## src/rtl/sm83_timer.sv

```systemverilog
// SM83 DIV/TIMA/TMA/TAC timer at FF04-FF07: free-running system counter, TAC-selected
// falling-edge tick into TIMA, and a delayed TMA reload that raises the timer IRQ.
module sm83_timer #(
    parameter logic [15:0] ADDR_DIV   = 16'hFF04,
    parameter logic [15:0] ADDR_TIMA  = 16'hFF05,
    parameter logic [15:0] ADDR_TMA   = 16'hFF06,
    parameter logic [15:0] ADDR_TAC   = 16'hFF07,
    parameter int          RELOAD_DLY = 4
) (
    input  logic        clk,
    input  logic        rst,
    input  logic [15:0] bus_addr,
    input  logic [7:0]  bus_wdata,
    input  logic        bus_wr,
    input  logic        bus_rd,
    output logic [7:0]  bus_rdata,
    output logic        bus_hit,
    output logic        irq_timer,
    output logic [1:0]  dbg_state
);

    // Bus protocol: bus_rd / bus_wr are single-cycle strobes qualified by bus_addr;
    // a read is answered on the following cycle with bus_hit high for exactly one cycle.

    typedef enum logic [1:0] {
        IDLE   = 2'd0,
        PEND   = 2'd1,
        RELOAD = 2'd2
    } state_t;

    localparam logic [7:0] DLY_INIT = 8'(RELOAD_DLY - 1);

    state_t      state;
    logic [15:0] sys_cnt;
    logic [7:0]  tima;
    logic [7:0]  tma;
    logic [2:0]  tac;
    logic        tbit_q;
    logic [7:0]  dly_cnt;

    logic        sel_bit;
    logic        tbit;
    logic        tick;
    logic        div_wr;
    logic        tima_wr;
    logic        tma_wr;
    logic        tac_wr;
    logic        rd_match;
    logic [7:0]  rd_val;
    logic [7:0]  reload_val;

    always_comb begin
        sel_bit = 1'b0;
        case (tac[1:0])
            2'b00:   sel_bit = sys_cnt[9];
            2'b01:   sel_bit = sys_cnt[3];
            2'b10:   sel_bit = sys_cnt[5];
            default: sel_bit = sys_cnt[7];
        endcase
    end

    // The edge detector sees any 1->0 of the gated bit, so DIV and TAC writes can tick too.
    assign tbit    = tac[2] & sel_bit;
    assign tick    = tbit_q & ~tbit;

    assign div_wr  = bus_wr && (bus_addr == ADDR_DIV);
    assign tima_wr = bus_wr && (bus_addr == ADDR_TIMA);
    assign tma_wr  = bus_wr && (bus_addr == ADDR_TMA);
    assign tac_wr  = bus_wr && (bus_addr == ADDR_TAC);

    // A TMA write landing on the reload cycle is forwarded straight into TIMA.
    assign reload_val = tma_wr ? bus_wdata : tma;

    always_comb begin
        rd_match = 1'b1;
        rd_val   = 8'h00;
        if (bus_addr == ADDR_DIV)       rd_val = sys_cnt[15:8];
        else if (bus_addr == ADDR_TIMA) rd_val = tima;
        else if (bus_addr == ADDR_TMA)  rd_val = tma;
        else if (bus_addr == ADDR_TAC)  rd_val = {5'b11111, tac};
        else                            rd_match = 1'b0;
    end

    always_ff @(posedge clk) begin
        if (rst) begin
            state     <= IDLE;
            sys_cnt   <= 16'h0000;
            tima      <= 8'h00;
            tma       <= 8'h00;
            tac       <= 3'b000;
            tbit_q    <= 1'b0;
            dly_cnt   <= 8'h00;
            bus_rdata <= 8'h00;
            bus_hit   <= 1'b0;
            irq_timer <= 1'b0;
        end else begin
            sys_cnt   <= div_wr ? 16'h0000 : sys_cnt + 16'd1;
            tbit_q    <= tbit;
            bus_hit   <= bus_rd & rd_match;
            bus_rdata <= (bus_rd & rd_match) ? rd_val : 8'h00;
            irq_timer <= 1'b0;
            if (tma_wr) tma <= bus_wdata;
            if (tac_wr) tac <= bus_wdata[2:0];

            case (state)
                IDLE: begin
                    if (tima_wr) begin
                        tima <= bus_wdata;
                    end else if (tick) begin
                        if (tima == 8'hFF) begin
                            tima    <= 8'h00;
                            dly_cnt <= DLY_INIT;
                            state   <= PEND;
                        end else begin
                            tima <= tima + 8'd1;
                        end
                    end
                end
                PEND: begin
                    if (tima_wr) begin
                        tima  <= bus_wdata;
                        state <= IDLE;
                    end else if (dly_cnt == 8'h00) begin
                        // TIMA shows TMA and the IRQ is high for the whole RELOAD cycle.
                        tima      <= reload_val;
                        irq_timer <= 1'b1;
                        state     <= RELOAD;
                    end else begin
                        dly_cnt <= dly_cnt - 8'd1;
                    end
                end
                RELOAD: begin
                    tima  <= reload_val;
                    state <= IDLE;
                end
                default: state <= IDLE;
            endcase
        end
    end

    assign dbg_state = state;

endmodule

```

## config.mk

```make
export PLATFORM = sky130hd
export DESIGN_NAME = sm83_timer
export DESIGN_NICKNAME = d
export VERILOG_FILES = /design/src/rtl/sm83_timer.sv
export SDC_FILE = /design/constraint.sdc
export NUM_CORES = 1
export LEC_CHECK = 0
export BUFFER_PORTS_ARGS = -buffer_cell sky130_fd_sc_hd__buf_2
export CORE_MARGIN = 3
export CORE_UTILIZATION = 57
export CTS_CLUSTER_DIAMETER = 60
export DETAILED_ROUTE_END_ITERATION = 12
export PLACE_DENSITY = 0.77
export SYNTH_ARGS = -nofsm -noshare
export SYNTH_HDL_FRONTEND = slang
export SYNTH_SLANG_ARGS = --single-unit
```

## constraint.sdc

```tcl
create_clock -name clk -period 2.6 [get_ports clk]
set_input_delay 0.52 -clock clk [delete_from_list [all_inputs] [get_ports clk]]
set_output_delay 0.52 -clock clk [all_outputs]
set_load 0.01 [all_outputs]
```

# Word level (Yosys, flattened, before mapping)
# Index checks and enable logic that the tools add are counted.
dict set report totals {
  reg_bits 56
  latchBits 0
  mem_bits_rw 0
  mem_bits_ro 0
  n_memories 0
}
dict set report op_classes {
  add_sub_neg 3
  multipliers 0
  n_div 0
  magnitude_cmp 0
  n_eq_ne 16
  shift 0
  n_mux 29
  bitwise 6
  reduce_logical 15
}
# operator n
set op_table {}
lappend op_table {{$mux 8} 15}
lappend op_table {{$eq 16x16->1 const B} 4}
lappend op_table {{$pmux 8 s3} 1}
lappend op_table {{$add 16x1->16 const B} 1}
lappend op_table {{$pmux 8 s2} 1}
lappend op_table {{$mux 2} 5}
lappend op_table {{$ne 2x2->1 const B} 5}
lappend op_table {{$add 8x1->8 const B} 1}
lappend op_table {{$eq 8x8->1 const B} 1}
lappend op_table {{$logic_not 8->1} 1}
lappend op_table {{$sub 8x1->8 const B} 1}
lappend op_table {{$ne 3x3->1 const B} 2}
lappend op_table {{$reduce_and 6->1} 1}
lappend op_table {{$mux 1} 5}
lappend op_table {{$eq 2x1->1 const B} 2}
lappend op_table {{$eq 2x2->1 const B} 2}
lappend op_table {{$logic_and 1x1->1} 4}
lappend op_table {{$logic_not 2->1} 2}
lappend op_table {{$pmux 2 s2} 1}
lappend op_table {{$reduce_and 4->1} 1}
lappend op_table {{$reduce_or 2->1} 2}
lappend op_table {{$and 1x1->1} 3}
lappend op_table {{$not 1->1} 3}
lappend op_table {{$pmux 1 s3} 1}
lappend op_table {{4 further kinds} 4}

# Longest topological paths before layout
# Gate-level depths: netlist of run 1.
dict set report logic_depth {
  ltp_word 8
  depth_mapped 8
  depth_no_buf 7
}

# Worst setup path before layout of run 1
# Ideal clock, no wire load.
dict set report synth_timing {
  path_kind {input to register}
  start {input port bus_addr[3]}
  end {register tima[6]}
  setup_time_ns 0.135
  arrival_time_ns 1.961
  required_time_ns 2.465
  slack_ns 0.504
  path_stages 6
  path_buffers 1
  cell_sequence {nor4b_2 nand4_1 o211ai_2 and3_1 clkbuf_1 a311oi_1}
}
dict set report synth_between {
  elab_chain_len 6
}
# item line
set synth_rtl {}
lappend synth_rtl {{from (decl)} 12} ;# input logic [15:0] bus_addr,
lappend synth_rtl {{$eq 16x16->1} 68} ;# assign tma_wr = bus_wr && (bus_addr == ADDR_TMA);
lappend synth_rtl {{$logic_and 1x1->1} 68}
lappend synth_rtl {{$mux 8} -}
lappend synth_rtl {{$mux 8} 123} ;# end else if (dly_cnt == 8'h00) begin
lappend synth_rtl {{$mux 8} 120} ;# if (tima_wr) begin
lappend synth_rtl {{$pmux 8 s3} 105} ;# case (state)
lappend synth_rtl {{to (signal assigned)} 108} ;# tima <= bus_wdata;
lappend synth_rtl {{to (signal assigned)} 121} ;# tima <= bus_wdata;
lappend synth_rtl {{to (signal assigned)} 125} ;# tima <= reload_val;
lappend synth_rtl {{to (decl)} 35} ;# logic [7:0] tima;
# Several ways; a longest one is shown, not always the timed one. The select of a mux whose other input is x is not followed.
# A chain may end at the register's enable or synchronous reset.

# Worst setup path in the final report of run 1
dict set report layout_timing {
  start {register tima[0]}
  end {register dly_cnt[4]}
}
dict set report layout_between {
  elab_chain_len 3
}
# item line
set layout_rtl {}
lappend layout_rtl {{from (signal assigned)} 108}
lappend layout_rtl {{from (signal assigned)} 115} ;# tima <= tima + 8'd1;
lappend layout_rtl {{from (signal assigned)} 121}
lappend layout_rtl {{$eq 8x8->1} 110} ;# if (tima == 8'hFF) begin
lappend layout_rtl {{$ne 2x2->1 (no line)} -}
lappend layout_rtl {{$reduce_and 6->1 (no line)} -}
lappend layout_rtl {{to (signal assigned)} 129} ;# dly_cnt <= dly_cnt - 8'd1;
lappend layout_rtl {{to (decl)} 39} ;# logic [7:0] dly_cnt;
# Every way passes these cells.

==> metrics.md, run 1 <==
| Metric | Value |
|---|---|
| Status | `finished, final reports clean` |
| Number of enable flip-flop cells after synthesis | `0` |
| CTS tree | `done` |
| Sequential area share after synthesis | `38.6%` |
| Reg2reg end | `dly_cnt[4]` |
| Maximum vdd drop | `0.519 mV` |
| WL/cell | `16.5 um` |
| Worst EP arrival | `2.52 ns` |
| Synth warn | `0` |
| Hold path startpoint | `sys_cnt[0]` |
| Nets@finish | `390` |
| Clk sink count | `56` |
| CTS H-tree depth | `2` |
| RSZ-0062 raised after global routing | `false` |
| Simple-Gate Fraction of Synth Area | `19.7%` |
| Worst r2r src | `tima[0]` |
| Asr flop ratio synth | `0%` |
| Period utilization | `87.1%` |
| Clock transition at path regs | `0.10 ns` |
| Leak Pwr | `0.00133 uW` |
| Period minus WS final | `2.26 ns` |
| P&R area growth vs syn | `14.3%` |
| Maximum fanout along the worst path | `15` |
| Setup crit end kind | `flop` |
| Starting Density | `60.3%` |
| Fraction of the mapped netlist area in compound gates | `22.9%` |
| # DRC | `0` |
| Hold Fails Final Rpt | `0` |
| WHS Endpoint | `sys_cnt[0]` |
| ANT nets after route | `0` |
| Final number of max-transition violations | `0` |
| Post-synthesis area per instance | `9.26 um^2` |
| Top cells by area, synth | `dfxtp_1 39%, nor2_1 4.0%, xor2_1 3.3%` |
| Vias in the first global route | `2572` |
| Max_cap viols | `0` |
| WP data required | `2.85 ns` |
| Worst R2R Path Depth | `6` |
| Drt pass-1 iters | `5` |
| Global route total overflow | `0` |
| Synth Area in Adders | `3.01%` |
| Worst hold slack | `0.466 ns` |
| Synth cell count leaders | `56 x dfxtp_1, 31 x nor2_1, 15 x and3_1` |
| Post-synth cell types | `54` |
| Initial antenna violation count | `0` |
| Clock skew | `0.00684 ns` |
| N_diodes | `0` |
| Pin count of the biggest net entering global routing | `19` |
| Max Root-Sink Buffers | `2` |
| Post-Route WL | `6.97 mm` |
| Die X | `77.4 um` |
| Crit start category | `flop` |
| Share of layout cells above drive strength 1 | `22.5%` |
| Hold Path Stages | `1` |
| Mapped cell area | `2910 um^2` |
| I/O Buffers | `39` |
| Die Ht | `77.4 um` |
| Core ar. | `4820 um^2` |
| Skew-Pair Late Insertion Delay | `0.31 ns` |
| Fmax | `0.442 GHz` |
| GRT Overall Usage | `24.9%` |
| Largest family of logic cells by synthesized area | `compound AO/OA/AOI/OAI gates` |
| Setup tns final | `0 ns` |
| Critical path type | `reg2reg` |
| Cell with the most instances after synthesis | `dfxtp_1` |
| #FFs+latches synth | `56` |
| Post-CTS setup buffers | `0` |
| Root buffer cell | `clkbuf_8` |
| I/O Pins | `40` |
| Vias per cell | `6.17` |
| Initial detailed-routing violation count | `195` |
| CTS resizes | `0` |
| Post-Synth XOR/XNOR Area | `5.73%` |
| Synth top area share | `38.6%` |
| Cell taking the most area after synthesis | `dfxtp_1` |
| FF-to-FF setup slack | `0.34 ns` |
| Min-delay worst type | `reg2reg` |
| Cell Pwr Density | `836 nW/um^2` |
| First-pass GRT wire length | `11.9 mm` |
| Row count | `25` |
| Place WS | `0.131 ns` |
| Gpl congestion | `0.873` |
| Final setup margin | `0.335 ns` |
| Via count | `2610` |
| Post-synthesis mux area share | `5.98%` |
| Num CTS Buffers | `5` |
| Actual slew at the worst max-slew pin | `0.882 ns` |
| Net count after synthesis | `349` |
| Final setup violation count | `0` |
| Gate Count Post-Synth | `314` |
| Die area | `5990 um^2` |
| Hpwl dp | `5.02 mm` |
| Slew margin rel. | `41.2%` |
| Cts-stage hold buffer count | `0` |
| Top_reg_cell synth | `dfxtp_1` |
layout make-up:
cell class / count / area, um^2
fillers: 436 / 1500
repair buffers: 52 / 293
clock buffers: 5 / 68.8
flip-flops and latches: 56 / 1120
clock inverters: 3 / 47.5
inverters: 11 / 41.3
well taps: 67 / 83.8
multi-input cells: 229 / 1670
logic make-up (layout without fill, tap and decap cells):
logic type	after synthesis	after routing
compound gates	88	88
xor+xnor	19	19
fa+ha+maj	7	7
buf+inv	29	71
flops	56	56
mux	13	13
simple gates	102	102
worst max-delay path, cell delays in order (launching register included):
cell     delay, ns
dfxtp_1       0.44
ha_1          0.27
nand3_1       0.12
or2_1         0.25
o31a_1        0.43
or4_1         0.54
a21oi_1       0.15
state kept, by name (all words and copies together) (netlist names):
name	count
bus_hit	1
bus_rdata	8
dbg_state	2
dly_cnt	8
irq_timer	1
sys_cnt	16
tac	3
tbit_q	1
tima	8
tma	8
layout by cell type, fill, tap and decap left out, types with 6 or more instances in the layout:
cell type,netlist,routed
inv_1,11,11
o22ai_1,6,6
a31oi_1,8,8
a21boi_0,8,8
dfxtp_1,56,56
o21a_1,8,8
a22oi_1,8,8
buf_2,2,39
a21oi_1,10,10
and3_1,15,15
xnor2_1,8,8
xor2_1,11,11
o31ai_1,6,6
or4_1,6,6
ha_1,7,7
a311oi_1,8,8
nor2_1,31,31
nand2_1,9,9
o221ai_1,9,9
buf_4,0,13
nand3_1,11,11
worst max-delay path by stage:
stage               slack [ns]   startpoint          to  cells after the start
floorplan                 0.50  bus_addr[3]     tima[6]                      6
global placement          0.19  bus_addr[3]  dly_cnt[1]                      6
detailed placement        0.13  bus_addr[3]  dly_cnt[1]                      6
CTS                       0.35      tima[0]  dly_cnt[7]                      6
global route              0.17      tima[0]  dly_cnt[4]                      6
finish                    0.34      tima[0]  dly_cnt[4]                      6
through the flow:
step	total power [uW]	instances	util [%]	instance area, um^2
finish	2780	423	69.0	3320
global route	2960	423	69.0	3320
CTS	2770	423	69.0	3320
detailed placement	2190	415	66.5	3210
global placement	2180	415	66.5	3210
floorplan	1860	314	-	2910
power breakdown:
| part | total, uW | internal [uW] | switching, uW |
|---|---|---|---|
| clock | 576 | 290 | 286 |
| sequential | 1090 | 962 | 130 |
| combinational | 1110 | 469 | 641 |
per-layer routing:
| layer | track usage, % | vias to the layer above | wire, um | share of wire [%] |
|---|---|---|---|---|
| met4 | 11.7 | 0 | 159 | 2.3 |
| met5 | 0 | - | 0 | 0 |
| li1 | - | 1270 | - | - |
| met3 | 5.68 | 10 | 385 | 5.5 |
| met2 | 39.4 | 84 | 3240 | 47 |
| met1 | 32.1 | 1246 | 3180 | 46 |
No activity file was read; power rests on OpenSTA's default activity.
==> run 2, diff against run 1 <==
BUFFER_PORTS_ARGS = -buffer_cell sky130_fd_sc_hd__buf_4   (was -buffer_cell sky130_fd_sc_hd__buf_2)
==> run 2 against run 1 <==
Against the previous run:
- sequential share of layout area shrank 0.67 points
- die area is the same
- total power grew 0.11%
- register-to-register slack lost 0.03 ns
- via count shrank 0.19%
- non-clock buffer count shrank 1
- final cell count shrank 0.24%
- global-route usage is essentially flat
- critical path depth is the same
- largest power group unchanged
- highest routed layer unchanged
==> metrics.md, run 2 (synthesized netlist as in run 1, its figures left out) <==
| Metric | Value |
|---|---|
| RSZ-0062 raised after global routing | `false` |
| Min-delay worst type | `in2reg` |
| Nets@finish | `389 (-0.26%)` |
| Max reg flops | `16 (unchanged)` |
| Max Root-Sink Buffers | `2 (unchanged)` |
| Clk sink count | `56 (unchanged)` |
| CTS resizes | `0 (unchanged)` |
| Row count | `25 (unchanged)` |
| Final setup violation count | `0 (unchanged)` |
| Commonest non-fill, non-tap cell in the layout | `dfxtp_1` |
| Clock skew | `0.00602 ns (-0.000821 ns)` |
| # DRC | `0 (unchanged)` |
| FF-to-FF setup slack | `0.30 ns (-0.03 ns)` |
| Worst r2r src | `tima[0]` |
| Period minus WS final | `2.30 ns (+0.0312 ns)` |
| Via count | `2605 (-0.19%)` |
| First-pass GRT wire length | `12.0 mm (+0.75%)` |
| Vias per cell | `6.17 (about the same)` |
| Most frequent cells in the layout | `56 x dfxtp_1, 51 x buf_4, 31 x nor2_1` |
| Num CTS Buffers | `5 (unchanged)` |
| Gpl congestion | `0.857 (-1.8%)` |
| GRT Overall Usage | `24.8% (-0.043 points)` |
| Actual slew at the worst max-slew pin | `0.510 ns (-0.372 ns)` |
| Die area | `5990 um^2 (unchanged)` |
| Global route total overflow | `0 (unchanged)` |
| Final core occ | `70.4% (+1.4 points)` |
| Cell Pwr Density | `820 nW/um^2 (-1.9%)` |
| Reg2reg end | `dly_cnt[6]` |
| Vias in the first global route | `2610 (+1.5%)` |
| Core ar. | `4820 um^2 (unchanged)` |
| Root buffer cell | `clkbuf_8` |
| ANT nets after route | `0 (unchanged)` |
| Cells after DPL | `414 (-0.24%)` |
| Critical path type | `reg2reg` |
| Hold Path Stages | `3 (+2)` |
| Leak Pwr | `0.00133 uW (+0.40%)` |
| Hold Fails Final Rpt | `0 (unchanged)` |
| Initial antenna violation count | `0 (unchanged)` |
| WP data required | `2.86 ns (about the same)` |
| Pin count of the biggest net entering global routing | `20 (+1)` |
| Die X | `77.4 um (unchanged)` |
| Die Ht | `77.4 um (unchanged)` |
| Final number of max-transition violations | `0 (unchanged)` |
| Starting Density | `60.3% (unchanged)` |
| Worst R2R Path Depth | `6 (unchanged)` |
| Hpwl dp | `5.11 mm (+1.9%)` |
| Cts-stage hold buffer count | `0 (unchanged)` |
| WL/cell | `17.3 um (+5.0%)` |
| Maximum fanout along the worst path | `15 (unchanged)` |
| Initial detailed-routing violation count | `157 (-19%)` |
| I/O Pins | `40 (unchanged)` |
| Crit start category | `flop` |
| Finished Layout Cells | `422 (-0.24%)` |
| Max_cap viols | `0 (unchanged)` |
| Worst EP arrival | `2.56 ns (+0.04 ns)` |
| P&R area growth vs syn | `16.6%` |
| CTS H-tree depth | `2 (unchanged)` |
| WHS Endpoint | `tac[1]` |
| Fmax | `0.436 GHz (-1.4%)` |
| N_diodes | `0 (unchanged)` |
| I/O Buffers | `39 (unchanged)` |
| Share of layout cells above drive strength 1 | `22.3% (-0.22 points)` |
| Period utilization | `88.3% (+1.2 points)` |
| Area after DPL | `3300 um^2 (+2.8%)` |
| Drt pass-1 iters | `5 (unchanged)` |
| Finished Cell Area | `3390 um^2 (+2.0%)` |
| Status | `finished, final reports clean` |
| Maximum vdd drop | `0.513 mV (-1.2%)` |
| Post-Route WL | `7.29 mm (+4.7%)` |
| Slew margin rel. | `65.8% (+25 points)` |
| Biggest register | `sys_cnt` |
| Hold path startpoint | `bus_wdata[1]` |
| Clock transition at path regs | `0.10 ns (about the same)` |
| Setup crit end kind | `flop` |
| CTS tree | `done` |
| Fillcell total | `414 (-5.0%)` |
| Post-CTS setup buffers | `0 (unchanged)` |
| Worst hold slack | `0.458 ns (-0.00784 ns)` |
| Setup tns final | `0 ns (unchanged)` |
| Skew-Pair Late Insertion Delay | `0.32 ns (about the same)` |
==> run 2: changes by cell type in the layout (fill, tap and decap cells not counted) <==
cell        previous run  this run
buf_2                 39         0
buf_4                 13        51
bufinv_16              1         0
clkinv_4               2         0
clkinvlp_4             0         1
inv_6                  0         2
==> run 2: through the flow <==
stage               power (uW)  setup WS [ns]
floorplan                 1860          0.504
global placement          2220          0.332
detailed placement        2240          0.258
CTS                       2750          0.322
global route              2940          0.160
finish                    2780          0.304
==> run 2: layout make-up <==
| class | count | area (um^2) | area share (%) |
|---|---|---|---|
| repair buffers | 51 | 383 | 11.3 |
| flip-flops and latches | 56 | 1120 | 33.1 |
| well taps | 67 | 83.8 | 2.47 |
| inverters | 11 | 41.3 | 1.22 |
| multi-input cells | 229 | 1670 | 49.2 |
| clock buffers | 5 | 68.8 | 2.03 |
| clock inverters | 3 | 25.0 | 0.738 |
==> run 2: worst max path at each step <==
stage / from / end / slack [ns] / cells past startpoint
after floorplan: bus_addr[3] / tima[6] / 0.50 / 6
after global placement: bus_addr[3] / tima[2] / 0.33 / 7
after detailed placement: bus_addr[3] / tima[3] / 0.26 / 7
after CTS: tima[0] / dly_cnt[3] / 0.32 / 6
after global routing: tima[0] / dly_cnt[4] / 0.16 / 6
final: tima[0] / dly_cnt[6] / 0.30 / 6
==> run 2: layer usage <==
metal	track usage, %	vias up	share of wire [%]
met2	41.0	89	47
li1	-	1261	-
met3	4.52	17	7.5
met4	11.6	0	2.0
met1	31.4	1238	43
met5	0	-	0
==> run 2: worst max-delay path: stages (launching register included) <==
cell,delay (ns)
dfxtp_1,0.42
ha_1,0.29
nand3_1,0.12
or2_1,0.25
o31a_1,0.44
or4_1,0.55
a21oi_1,0.15
==> run 2: power by group <==
group	internal [uW]	switching, uW
logic	499	684
clock network	197	310
registers	962	128
